`src/rtl/load_store_unit.sv`:
```
// rtl/load_store_unit.sv - data-bus load/store unit: byte lanes, store replication, load extension, ack timeout
// Optional MISALIGN_TRAP_EN: misaligned half/word accesses fault instead of being force-aligned.
module load_store_unit #(
  parameter int TIMEOUT_CYCLES = 255
) (
  input  logic        clk,
  input  logic        reset,
  input  logic        MemRead,
  input  logic        MemWrite,
  input  logic [2:0]  Funct3,
  input  logic [31:0] ALUResult,
  input  logic [31:0] WriteData,
  output logic [31:0] ReadData,
  output logic        Stall,
  output logic        Fault,
  output logic        bus_req,
  output logic        bus_we,
  output logic [31:0] bus_addr,
  output logic [3:0]  bus_be,
  output logic [31:0] bus_wdata,
  input  logic [31:0] bus_rdata,
  input  logic        bus_ack
);

  localparam int CW = (TIMEOUT_CYCLES > 0) ? $clog2(TIMEOUT_CYCLES + 1) : 1;
  localparam logic [CW-1:0] CNT_LAST = CW'((TIMEOUT_CYCLES > 0) ? TIMEOUT_CYCLES - 1 : 0);

  typedef enum logic [1:0] {IDLE, REQ, DONE} state_t;

  state_t        state, state_nxt;
  logic [CW-1:0] cnt;
  logic [1:0]    lane;
  logic [2:0]    f3_q;

  logic          is_byte, is_half, misalign, trap, timeout;
  logic [1:0]    a_lo;
  logic [3:0]    be_d;
  logic [31:0]   wd_d, ext;
  logic [7:0]    byte_sel;
  logic [15:0]   half_sel;

  // Funct3[1:0] picks the size; 011/110/111 fall through to word.
  always_comb begin
    is_byte  = (Funct3[1:0] == 2'b00);
    is_half  = (Funct3[1:0] == 2'b01);
    misalign = is_half ? ALUResult[0] : (!is_byte && (ALUResult[1:0] != 2'b00));
    a_lo     = is_byte ? ALUResult[1:0] : (is_half ? {ALUResult[1], 1'b0} : 2'b00);
    be_d     = is_byte ? (4'b0001 << a_lo) : (is_half ? (4'b0011 << a_lo) : 4'b1111);
    wd_d     = is_byte ? {4{WriteData[7:0]}} : (is_half ? {2{WriteData[15:0]}} : WriteData);
  end

`ifdef MISALIGN_TRAP_EN
  assign trap = misalign;
`else
  assign trap = 1'b0;
`endif

  assign timeout = (TIMEOUT_CYCLES != 0) && (cnt == CNT_LAST);

  always_comb begin
    byte_sel = bus_rdata[{lane, 3'b000} +: 8];
    half_sel = lane[1] ? bus_rdata[31:16] : bus_rdata[15:0];
    case (f3_q)
      3'b000:  ext = {{24{byte_sel[7]}}, byte_sel};
      3'b001:  ext = {{16{half_sel[15]}}, half_sel};
      3'b100:  ext = {24'h0, byte_sel};
      3'b101:  ext = {16'h0, half_sel};
      default: ext = bus_rdata;
    endcase
  end

  always_comb begin
    state_nxt = state;
    Stall     = 1'b0;
    bus_req   = 1'b0;
    case (state)
      IDLE: if (MemRead || MemWrite) begin
        Stall     = 1'b1;
        state_nxt = trap ? DONE : REQ;
      end
      REQ: begin
        Stall   = 1'b1;
        bus_req = 1'b1;
        if (bus_ack || timeout) state_nxt = DONE;
      end
      default: state_nxt = IDLE;
    endcase
  end

  always_ff @(posedge clk) begin
    if (!reset) begin
      state     <= IDLE;
      cnt       <= '0;
      ReadData  <= '0;
      Fault     <= 1'b0;
      bus_we    <= 1'b0;
      bus_addr  <= '0;
      bus_be    <= '0;
      bus_wdata <= '0;
      lane      <= '0;
      f3_q      <= '0;
    end else begin
      state <= state_nxt;
      Fault <= 1'b0;
      case (state)
        IDLE: if (MemRead || MemWrite) begin
          bus_we    <= MemWrite;
          bus_addr  <= {ALUResult[31:2], 2'b00};
          bus_be    <= be_d;
          bus_wdata <= wd_d;
          lane      <= a_lo;
          f3_q      <= Funct3;
          cnt       <= '0;
          if (trap) Fault <= 1'b1;
        end
        // Ack has priority over a timeout landing in the same cycle.
        REQ: if (bus_ack) begin
          if (!bus_we) ReadData <= ext;
        end else if (timeout) begin
          Fault <= 1'b1;
          if (!bus_we) ReadData <= '0;
        end else begin
          cnt <= cnt + CW'(1);
        end
        default: ;
      endcase
    end
  end

endmodule

```
`config.mk`:
```
export PLATFORM = sky130hd
export DESIGN_NAME = load_store_unit
export DESIGN_NICKNAME = d
export VERILOG_FILES = /design/src/rtl/load_store_unit.sv
export SDC_FILE = /design/constraint.sdc
export NUM_CORES = 1
export LEC_CHECK = 0
export ABC_AREA = 0
export CAP_MARGIN = 10
export CORE_MARGIN = 2
export CORE_UTILIZATION = 45
export CTS_BUF_LIST = sky130_fd_sc_hd__clkbuf_4 sky130_fd_sc_hd__clkbuf_8
export DETAILED_ROUTE_END_ITERATION = 10
export HOLD_SLACK_MARGIN = 0.12
export MAX_ROUTING_LAYER = met4
export PLACE_DENSITY = 0.83
export SYNTH_ARGS = -nofsm -noshare
export SYNTH_HDL_FRONTEND = slang
export SYNTH_SLANG_ARGS = --single-unit
```
`constraint.sdc`:
```
create_clock -name clk -period 2.7 [get_ports clk]
set_clock_uncertainty 0.2 [all_clocks]
set_input_delay 0.54 -clock clk [delete_from_list [all_inputs] [get_ports clk]]
set_output_delay 0.54 -clock clk [all_outputs]
set_load 0.03 [all_outputs]
```
Yosys cells after proc, flatten, opt, wreduce, memory -nomap -nowiden

Cells that the tools add are included.

Bitwise gates (word level): 2
Muxes and demuxes: 23
Equal/unequal tests: 12
Shift-type cells: 3
Reduce and logical (&&, ||, !) cells: 12
Add/sub/neg operators: 1

Operator list:

| cell                                                               | count |
|---|---|
| 32-bit 2-to-1 mux                                                  | 6 |
| 32-bit one-hot mux with 4 select lines                             | 1 |
| 32-bit by 6-bit variable part select with 8-bit output             | 1 |
| 8-bit 2-to-1 mux                                                   | 3 |
| 16-bit 2-to-1 mux                                                  | 1 |
| 8-bit one-hot mux with 2 select lines                              | 1 |
| 2-bit != test (second input constant)                              | 6 |
| 8-bit by 1-bit adder with 8-bit output (second input constant)     | 1 |
| 8-bit == test (second input constant)                              | 1 |
| 2-bit 2-to-1 mux                                                   | 4 |
| 4-bit 2-to-1 mux                                                   | 2 |
| 4-bit AND reduction                                                | 2 |
| 3-bit == test (second input constant)                              | 2 |
| 2-bit by 1-bit == test with 1-bit output (second input constant)   | 2 |
| 2-bit logical NOT                                                  | 2 |
| 2-bit one-hot mux with 2 select lines                              | 1 |
| 2-bit AND reduction                                                | 2 |
| 2-bit nonzero test                                                 | 2 |
| 1-bit by 2-bit << shifter with 4-bit output (first input constant) | 1 |
| 2-bit by 2-bit << shifter with 4-bit output (first input constant) | 1 |
| 3-bit by 1-bit == test with 1-bit output (second input constant)   | 1 |
| 3-bit logical NOT                                                  | 1 |
| 1-bit 2-to-1 mux                                                   | 3 |
| 3-bit OR reduction                                                 | 1 |
| other kinds (3)                                                    | 5 |

Register bits: 115
Input port bits: 104
Output and inout port bits: 104

Depth between registers and ports, before layout

Gate-level depths: netlist (run 1).

Depth after elaboration: 6
Gate-level depth with buffers: 7
Gate-level depth less buffers: 6

Least setup slack after synthesis (run 1)

OpenSTA, ideal clock, no wires.

Kind: input -> register
From: input port bus_rdata[31]
To: register ReadData[16]
Slack: 0.779 ns
Required time: 2.383 ns
Stages on the path: 5
Arrival: 1.604 ns
Library setup time: 0.117 ns
Path through: mux4_2 -> and2_4 -> o21ai_4 -> buf_6 -> o2bb2ai_2

Longest elaborated chain between the ends: 4

RTL lines:

| item                                                                                               | line   | RTL |
|---|---|---|
| start: declaration                                                                                 | 21     | `input logic [31:0] bus_rdata,` |
| 32-bit by 6-bit variable part select with 8-bit output / 16-bit 2-to-1 mux (equally long branches) | 61, 62 |  |
| 32-bit one-hot mux with 4 select lines *                                                           | 63     | `case (f3_q)` |
| 32-bit 2-to-1 mux *                                                                                | 118    | `if (!bus_we) ReadData <= ext;` |
| 32-bit 2-to-1 mux *                                                                                | 117    | `REQ: if (bus_ack) begin` |
| end signal: assignment                                                                             | 118    |  |
| end: declaration                                                                                   | 13     | `output logic [31:0] ReadData,` |

Every way passes the cells marked *; elsewhere a longest branch is shown, timed or not. The select of a mux whose other input is x is not followed.
A chain may end at the register's enable or synchronous reset.

Worst setup path after layout (run 1)

From: register state[0]
To: output port bus_req

Longest elaborated chain between the ends: 2

RTL lines:

| item                                     | line | RTL |
|---|---|---|
| start: declaration                       | 30   | `state_t state, state_nxt;` |
| start signal: assignment                 | 103  | `state <= state_nxt;` |
| 2-bit by 1-bit == test with 1-bit output | 76   | `case (state)` |
| 1-bit 2-to-1 mux                         | 76   |  |
| end: declaration                         | 16   | `output logic bus_req,` |

Every way passes these cells.

==> results of run 1 <==
-- placed cells by master, fill, tap and decap left out, types with 7 or more instances in the layout --
| cell type | instances |
|---|---|
| clkdlybuf4s50_1 | 204 |
| nand2_1 | 130 |
| dfxtp_1 | 115 |
| a21oi_1 | 80 |
| o21ai_0 | 31 |
| nor2_1 | 30 |
| mux2i_1 | 29 |
| clkbuf_8 | 20 |
| buf_4 | 18 |
| inv_1 | 15 |
| o2bb2ai_2 | 10 |
| o2bb2ai_1 | 9 |
| a211oi_1 | 9 |
| a22o_1 | 8 |
| a311oi_1 | 8 |
| o32ai_1 | 7 |
-- tightest hold or removal path: cells and delay by family (launching register included) --
family | cells | cell delay (ns)
flops | 1 | 0.31
simple gates | 1 | 0.05
compound gates | 1 | 0.05
-- how the worst min path moves through the flow --
stage                  from      endpoint  slack, ns  cells after the start
2_1_floorplan       f3_q[2]       f3_q[2]       0.25                      2
3_3_place_gp      bus_be[0]     bus_be[0]       0.24                      2
3_5_place_dp      bus_be[1]     bus_be[1]       0.24                      2
4_1_cts           bus_be[1]     bus_be[1]       0.25                      2
5_1_grt        bus_addr[29]  bus_addr[29]       0.27                      2
6_report          bus_be[1]     bus_be[1]       0.25                      2
-- kinds of logic (layout without fill, tap and decap cells) --
logic type / Yosys count / after routing / synth area share, %
other: 1 / 2 / 0.07384
XOR/XNOR: 5 / 5 / 0.8624
multiplexers: 30 / 30 / 6.159
flip-flops: 115 / 115 / 45.33
AND/OR/NAND/NOR: 195 / 195 / 16.48
buffers and inverters: 62 / 274 / 5.494
adder cells (fa/ha/maj): 2 / 2 / 0.4927
AO/OA/AOI/OAI: 189 / 189 / 25.10
-- cells in the mapped netlist (2+ instances only) --
master / n / share of area (%)
a211oi_1: 9 / 1.3
a21oi_1: 80 / 7.9
a221o_1: 5 / 0.99
a22o_1: 8 / 1.4
a311oi_1: 8 / 1.4
a31oi_1: 4 / 0.49
and2_1: 4 / 0.49
and3_1: 5 / 0.62
buf_2: 13 / 1.3
buf_4: 2 / 0.30
buf_6: 3 / 0.67
clkbuf_1: 28 / 2.1
dfxtp_1: 115 / 45
ha_1: 2 / 0.49
inv_1: 15 / 1.1
mux2i_1: 29 / 5.7
nand2_1: 130 / 9.6
nand2b_1: 3 / 0.37
nand3_1: 3 / 0.30
nand3b_1: 2 / 0.30
nand4_1: 2 / 0.25
nor2_1: 30 / 2.2
nor2b_1: 4 / 0.49
nor4b_1: 2 / 0.34
o211ai_1: 2 / 0.30
o21a_1: 2 / 0.30
o21ai_0: 31 / 3.1
o22ai_1: 5 / 0.62
o2bb2ai_1: 9 / 1.6
o2bb2ai_2: 10 / 3.0
o32ai_1: 7 / 1.2
or3_1: 5 / 0.62
xnor2_1: 2 / 0.34
xor2_1: 3 / 0.52
-- flip-flops by register name, summed over array words and instances, names as in the netlist --
signal and count:
lane 2, ReadData 32, bus_wdata 32, bus_be 4, state 2, Fault 1
cnt 8, bus_we 1, f3_q 3, bus_addr 30
-- metrics by stage --
stage	instances	setup WS (ns)	power, mW
5_1_grt	952	0.2337	4.953
4_1_cts	952	0.2754	4.781
3_5_place_dp	920	0.2475	3.090
2_1_floorplan	600	0.7786	2.550
3_3_place_gp	920	0.2614	3.066
6_report	952	0.3089	4.749
-- power groups by stage --
stage          clock (mW)  combinational, mW  sequential (mW)
5_1_grt              1.81               1.24             1.91
3_3_place_gp            0               1.14             1.93
2_1_floorplan           0              0.404             2.15
4_1_cts              1.72               1.16             1.90
6_report             1.69               1.16             1.90
3_5_place_dp            0               1.16             1.93
-- metal layers --
| layer | track usage [%] | wire length (um) | up-vias |
|---|---|---|---|
| met5 | - | 0 | - |
| met4 | 10.36 | 325 | 0 |
| met3 | 7.643 | 1091 | 32 |
| met2 | 42.38 | 7768 | 221 |
| met1 | 33.55 | 6559 | 2450 |
| li1 | - | - | 2513 |
-- area by class of cell --
cell class / instances / share of cell area [%]
Clock inverter: 10 / 1.684
Multi-Input combinational cell: 423 / 32.52
Clock buffer: 22 / 3.756
Sequential cell: 115 / 29.79
Tap cell: 140 / 2.266
Inverter: 16 / 0.7771
Timing Repair Buffer: 226 / 29.21
==> results.json, run 1 <==
{
  "dieArea_um2": 12150,
  "async_reset_ff_share_pct": 0,
  "final_core_util_pct": 70.68,
  "layout-drive-gt1-share_pct": 8.990,
  "worstSetupPathType": "register to primary output",
  "area.sequential_um2": 2302,
  "yosysUniqueCellTypes": 51,
  "ys_dominant_reg_cell": "dfxtp_1",
  "ys_seq_area_share_pct": 45.33,
  "detail_route.vias_per_cell": 5.479,
  "synth.cell_area_um2": 5079,
  "worstPathRequired_ns": 1.96,
  "vias": 5216,
  "place.detailed.hpwl_um": 11570,
  "detailedRoute.firstPassIterationCount": 5,
  "setup.worst_path.end_class": "primary output",
  "r2r_cells": 6,
  "globalRoute.totalOverflow": 0,
  "core_region_area_um2": 10940,
  "path_buf_inv": 1,
  "share_of_power_burned_in_registers_pct": 39.9,
  "timing.final.setup_violations": 0,
  "core.rowCount": 38,
  "fp.dieW_um": 110.2,
  "layout.filler_cells": 869,
  "rr_startpoint": "cnt[1]",
  "slew_headroom_pct": 64.70,
  "post_synth_inst_count": 599,
  "gp_congestion": 0.8745,
  "number_of_synthesized_flops_with_an_enable_pin": 0,
  "pwr-share-comb_pct": 24.5,
  "io-pin-count": 208,
  "clock.fmax_mhz": 418.2,
  "insertion_delay_ns": 0.44,
  "run_status": "finished, final reports clean",
  "route.antenna.remaining_nets": 0,
  "buffer_ports.inserted": 205,
  "clock_tree_from_tritoncts": "done",
  "switchingPower_mw": 1.417,
  "drc": 0,
  "power.ir.vdd_worst_mv": 0.6078,
  "power.clock.fraction_pct": 35.6,
  "cts_hold_buf": 0,
  "final_clock_period_utilization_by_the_worst_path_pct": 88.56,
  "power.leakage_nw": 2.924,
  "cts_made_buffers": 17,
  "first_global_vias": 5086,
  "initialDrtViolationCount": 354,
  "path_cells": "nor2b_1 -> clkdlybuf4s50_1",
  "gr-usage-all-layers_pct": 27.18,
  "cp_data_arrival_time_ns": 1.65,
  "final_nets": 905,
  "start_util_pct": 46.44,
  "antenna_cells_inserted": 0,
  "multi_input_comb_area_um2": 2514,
  "setup-tns-final_ns": 0,
  "grt_setup_unrepaired": "false",
  "syn-mean-instance-area_um2": 8.478,
  "critical_path.max_fanout": 5,
  "worst_hold_path_type": "register to register",
  "cp_launch_type": "register",
  "crit_path_top_delay_cell": "clkdlybuf4s50_1",
  "worst-r2r-setup-slack_ns": 0.57,
  "power_per_cell_area_nw_per_um2": 614.5,
  "tritoncts_num_sinks": 115,
  "clkTransAtPathRegs_ns": 0.07,
  "post-cts-setup-buffers": 0,
  "chipHeight_um": 110.2,
  "area_growth_syn_to_layout_pct": 52.18,
  "grt_first_pass_wirelength_um": 24670,
  "critPathTopFamily": "buffers and inverters",
  "worst_hold_slack_ns": 0.2491,
  "drt_wl_total_um": 15750,
  "cp.depth": 2,
  "ys_ff_latch": 115,
  "clock-root-buffer": "clkbuf_8",
  "power_switching_share_pct": 29.84,
  "layout_min_cycle_time_ns": 2.391,
  "tightestPinTransition_ns": 0.5285,
  "post_cts.resized_instances": 0,
  "ctsHtreeMaxLevel": 4,
  "timing.critical_path.from": "state[0]",
  "maxCapViolCount": 0,
  "r2r_end": "ReadData[12]",
  "cts_buffer_depth": 2,
  "cp_slowest_stage_delay_ns": 0.68,
  "hold_viol_final": 0,
  "fin_area_um2": 7729,
  "intPower_mw": 3.332,
  "slew_violations": 0,
  "detailed_place.area_um2": 7308,
  "wire_per_inst_um": 16.54,
  "pin_count_of_the_biggest_net_entering_global_routing": 50,
  "antenna_found_initial": 0,
  "warnings_synthesis": 0,
  "cp-endpoint": "bus_req"
}
Note: power is estimated with default switching activity, not from simulation.
==> run 2: changes to the inputs <==
Settings changed: GPL_ROUTABILITY_DRIVEN set to 0.
==> results.json, run 2 (synthesized netlist as in run 1, its figures left out) <==
{
  "layout-drive-gt1-share_pct": 8.199,
  "worstPathRequired_ns": 1.96,
  "area.sequential_um2": 2302,
  "wire_per_inst_um": 16.41,
  "rr_startpoint": "state[0]",
  "initialDrtViolationCount": 420,
  "timing.critical_path.from": "state[0]",
  "path_cells": "nor2b_1 -> clkdlybuf4s50_1",
  "detailedRoute.firstPassIterationCount": 5,
  "slew_headroom_pct": 62.38,
  "cp_launch_type": "register",
  "start_util_pct": 46.44,
  "setup-tns-final_ns": 0,
  "drt_wl_total_um": 15510,
  "power_per_cell_area_nw_per_um2": 617.2,
  "dieArea_um2": 12150,
  "maxCapViolCount": 0,
  "path_buf_inv": 1,
  "chipHeight_um": 110.2,
  "io-pin-count": 208,
  "worst_hold_slack_ns": 0.2520,
  "core.rowCount": 38,
  "setup.worst_path.end_class": "primary output",
  "placedCellCount": 914,
  "core_region_area_um2": 10940,
  "tightestPinTransition_ns": 0.5631,
  "antenna_found_initial": 0,
  "detail_route.vias_per_cell": 5.520,
  "insertion_delay_ns": 0.41,
  "worst_hold_path_type": "register to register",
  "multi_input_comb_area_um2": 2514,
  "final_nets": 899,
  "globalRoute.totalOverflow": 0,
  "cp_data_arrival_time_ns": 1.63,
  "ctsHtreeMaxLevel": 4,
  "cts_made_buffers": 17,
  "grt_setup_unrepaired": "false",
  "post_cts.resized_instances": 0,
  "buffer_ports.inserted": 205,
  "cts_buffer_depth": 2,
  "drc": 0,
  "place.detailed.hpwl_um": 11420,
  "instances_no_fill": 945,
  "first_global_vias": 5160,
  "pin_count_of_the_biggest_net_entering_global_routing": 90,
  "route.antenna.remaining_nets": 0,
  "timing.final.setup_violations": 0,
  "critPathTopFamily": "buffers and inverters",
  "startpoint_of_the_most_critical_hold_path": "bus_be[0]",
  "cts_hold_buf": 0,
  "vias": 5216,
  "post-cts-setup-buffers": 0,
  "grt_first_pass_wirelength_um": 24490,
  "layout.filler_cells": 853,
  "power.ir.vdd_worst_mv": 0.4689,
  "worstSetupPathType": "register to primary output",
  "critical_path.max_fanout": 5,
  "area_growth_syn_to_layout_pct": 51.59,
  "clock.fmax_mhz": 421.5,
  "power.leakage_nw": 2.899,
  "clock_tree_from_tritoncts": "done",
  "run_status": "finished, final reports clean",
  "fp.dieW_um": 110.2,
  "layout_min_cycle_time_ns": 2.373,
  "tritoncts_num_sinks": 115,
  "clock-root-buffer": "clkbuf_8",
  "slew_violations": 0,
  "layout.cells.most_common_list": "clkdlybuf4s50_1 (204), nand2_1 (130), dfxtp_1 (115), a21oi_1 (80), o21ai_0 (31)",
  "antenna_cells_inserted": 0,
  "reg_top3": "ReadData: 32 flops, bus_wdata: 32 flops, bus_addr: 30 flops",
  "final_clock_period_utilization_by_the_worst_path_pct": 87.88,
  "crit_path_top_delay_cell": "clkdlybuf4s50_1",
  "layout_commonest_cell": "clkdlybuf4s50_1",
  "hold_viol_final": 0,
  "cp_slowest_stage_delay_ns": 0.69,
  "clkTransAtPathRegs_ns": 0.06,
  "gr-usage-all-layers_pct": 26.54
}
[run 2: cell types whose count changed in the layout (fill, tap and decap cells not counted)]
cell / delta
buf_12: +1
buf_4: -7
bufinv_16: +1
clkbuf_8: -2
[run 2: routing by layer]
metal	up-vias	part of all wire, %	track usage [%]
met2	238	50	43.03
met5	-	0	-
li1	2499	-	-
met4	0	2.8	11.34
met3	45	6.7	6.937
met1	2434	41	31.21
[run 2: worst min-delay path: stages, from the launching register on]
cell and delay [ns]:
dfxtp_1 0.31, nand2_1 0.05, a21oi_1 0.05
[run 2: worst paths after layout]
path            endpoint  slack (ns)  depth (start not counted)
max              bus_req        0.33                          2
min            bus_be[0]        0.25                          2
max reg2reg  ReadData[8]        0.51                          4
min reg2reg    bus_be[0]        0.25                          2
[run 2: area by class of cell]
type	count	share of cell area, %
Multi-Input combinational cell	423	32.65
Sequential cell	115	29.90
Timing Repair Buffer	220	28.90
Clock buffer	20	3.413
Tap cell	140	2.275
Clock inverter	11	2.080
Inverter	16	0.7801
[run 2: through the flow]
stage	instance area [um2]	worst slack [ns]	total power, mW	utilization [%]
finish	7699	0.3273	4.751	70.40
global placement	7276	0.2460	3.052	66.53
floorplan	5082	0.7786	2.550	-
detailed placement	7276	0.09573	3.081	66.53
global route	7699	0.2314	4.956	70.40
CTS	7699	0.2889	4.783	70.40
[run 2: report_power, final]
group	total [mW]	internal (mW)	switching [mW]
logic	1.15	0.504	0.651
clock network	1.70	1.04	0.665
registers	1.89	1.82	0.0734
==> run 3: changes to the inputs <==
Settings changed: CORE_UTILIZATION 45 to 43, CTS_BUF_LIST sky130_fd_sc_hd__clkbuf_4 sky130_fd_sc_hd__clkbuf_8 to sky130_fd_sc_hd__clkbuf_16, PLACE_DENSITY 0.83 to 0.8.
Clock period 2.7 ns to 2.4 ns, I/O delays scaled along.
==> results.json, run 3 (synthesized netlist as in run 1, its figures left out) <==
{
  "run_status": "finished, final reports clean",
  "top_usage_layer": "met2",
  "worstPathRequired_ns": 1.72,
  "tritoncts_num_sinks": 115,
  "antenna_found_initial": 0,
  "layout_min_cycle_time_ns": 2.309,
  "pin_count_of_the_biggest_net_entering_global_routing": 48,
  "area_growth_syn_to_layout_pct": 55.11,
  "drt_wl_total_um": 16170,
  "final_nets": 905,
  "design_power_total_mw": 5.758,
  "globalRoute.totalOverflow": 0,
  "detailedRoute.firstPassIterationCount": 5,
  "ctsHtreeMaxLevel": 4,
  "antenna_cells_inserted": 0,
  "clock.fmax_mhz": 433.1,
  "worst-r2r-setup-slack_ns": 0.28,
  "final_clock_period_utilization_by_the_worst_path_pct": 96.20,
  "grt_first_pass_wirelength_um": 25630,
  "cp_data_arrival_time_ns": 1.63,
  "gr-usage-all-layers_pct": 25.88,
  "setup-tns-final_ns": 0,
  "vias": 5239,
  "global_route.usage.met3_pct": 7.181,
  "core_region_area_um2": 11470,
  "cp_launch_type": "register",
  "worst_hold_path_type": "register to register",
  "route.antenna.remaining_nets": 0,
  "detailed_place.area_um2": 7350,
  "grt_util_met2_pct": 40.48,
  "core.rowCount": 39,
  "clock-root-buffer": "clkbuf_16",
  "first_global_vias": 5121,
  "clkTransAtPathRegs_ns": 0.05,
  "buffer_ports.inserted": 205,
  "post-cts-setup-buffers": 0,
  "cts_buffer_depth": 2,
  "clock_tree_from_tritoncts": "done",
  "tightestPinTransition_ns": 1.020,
  "critical_path.max_fanout": 5,
  "layout.cells.most_common_list": "clkdlybuf4s50_1 (204), nand2_1 (130), dfxtp_1 (115), a21oi_1 (80), o21ai_0 (31)",
  "initialDrtViolationCount": 465,
  "power_per_cell_area_nw_per_um2": 731.0,
  "worst_hold_slack_ns": 0.2504,
  "insertion_delay_ns": 0.41,
  "io-pin-count": 208,
  "cts_made_buffers": 17,
  "worstSetupPathType": "register to primary output",
  "power.leakage_nw": 2.996,
  "setup.worst_path.end_class": "primary output",
  "reg_top3": "ReadData: 32 flops, bus_wdata: 32 flops, bus_addr: 30 flops",
  "cts_hold_buf": 0,
  "fp.dieW_um": 112.7,
  "place.detailed.hpwl_um": 11700,
  "grt_setup_unrepaired": "false",
  "timing.final.setup_violations": 0,
  "layout.filler_cells": 900,
  "power.ir.vdd_worst_mv": 0.5062,
  "detail_route.vias_per_cell": 5.503,
  "chipHeight_um": 112.7,
  "layout-drive-gt1-share_pct": 7.911,
  "slew_headroom_pct": 31.75,
  "post_cts.resized_instances": 0,
  "hold_viol_final": 0,
  "grt_use_met1_pct": 31.66,
  "maxCapViolCount": 0,
  "fin_area_um2": 7878,
  "wire_per_inst_um": 16.99,
  "drc": 0,
  "layout_commonest_cell": "clkdlybuf4s50_1",
  "start_util_pct": 44.29,
  "slew_violations": 0,
  "dieArea_um2": 12700
}
## run 3: metrics by stage
step | setup slack [ns] | utilization, % | std cells
after CTS | 0.06819 | 68.70 | 952
after floorplan | 0.5072 | - | 600
final | 0.09112 | 68.70 | 952
after global routing | 0.005225 | 68.70 | 952
after global placement | 0.1017 | 64.09 | 923
after detailed placement | 0.06556 | 64.09 | 923
## run 3: area by class of cell
class                           count  area (um2)  share of cell area, %
Clock buffer                       17       425.4                  5.400
Clock inverter                     12       102.6                  1.302
Inverter                           16       60.06                 0.7624
Multi-Input combinational cell    423        2514                  31.91
Sequential cell                   115        2302                  29.22
Tap cell                          143       178.9                  2.271
Timing Repair Buffer              226        2295                  29.13
## run 3: worst paths after layout
check               startpoint      endpoint  cells past startpoint
hold / removal    bus_addr[16]  bus_addr[16]                      2
hold reg to reg   bus_addr[16]  bus_addr[16]                      2
setup reg to reg        cnt[1]  ReadData[14]                      6
setup / recovery      state[0]       bus_req                      2
## run 3: worst max-delay path, stage by stage (launching register included)
cell	delay [ns]
dfxtp_1	0.37
nor2b_1	0.17
clkdlybuf4s50_1	0.68
## run 3: report_power, final
part	total (mW)	internal, mW	switching [mW]
Clock	2.29	1.47	0.822
Combinational	1.33	0.588	0.737
Sequential	2.14	2.05	0.0867
## run 3: metal layers
| layer | routed length, um | vias up |
|---|---|---|
| met1 | 6572 | 2429 |
| met5 | 0 | - |
| met4 | 438 | 0 |
| li1 | - | 2510 |
| met2 | 7784 | 256 |
| met3 | 1378 | 44 |
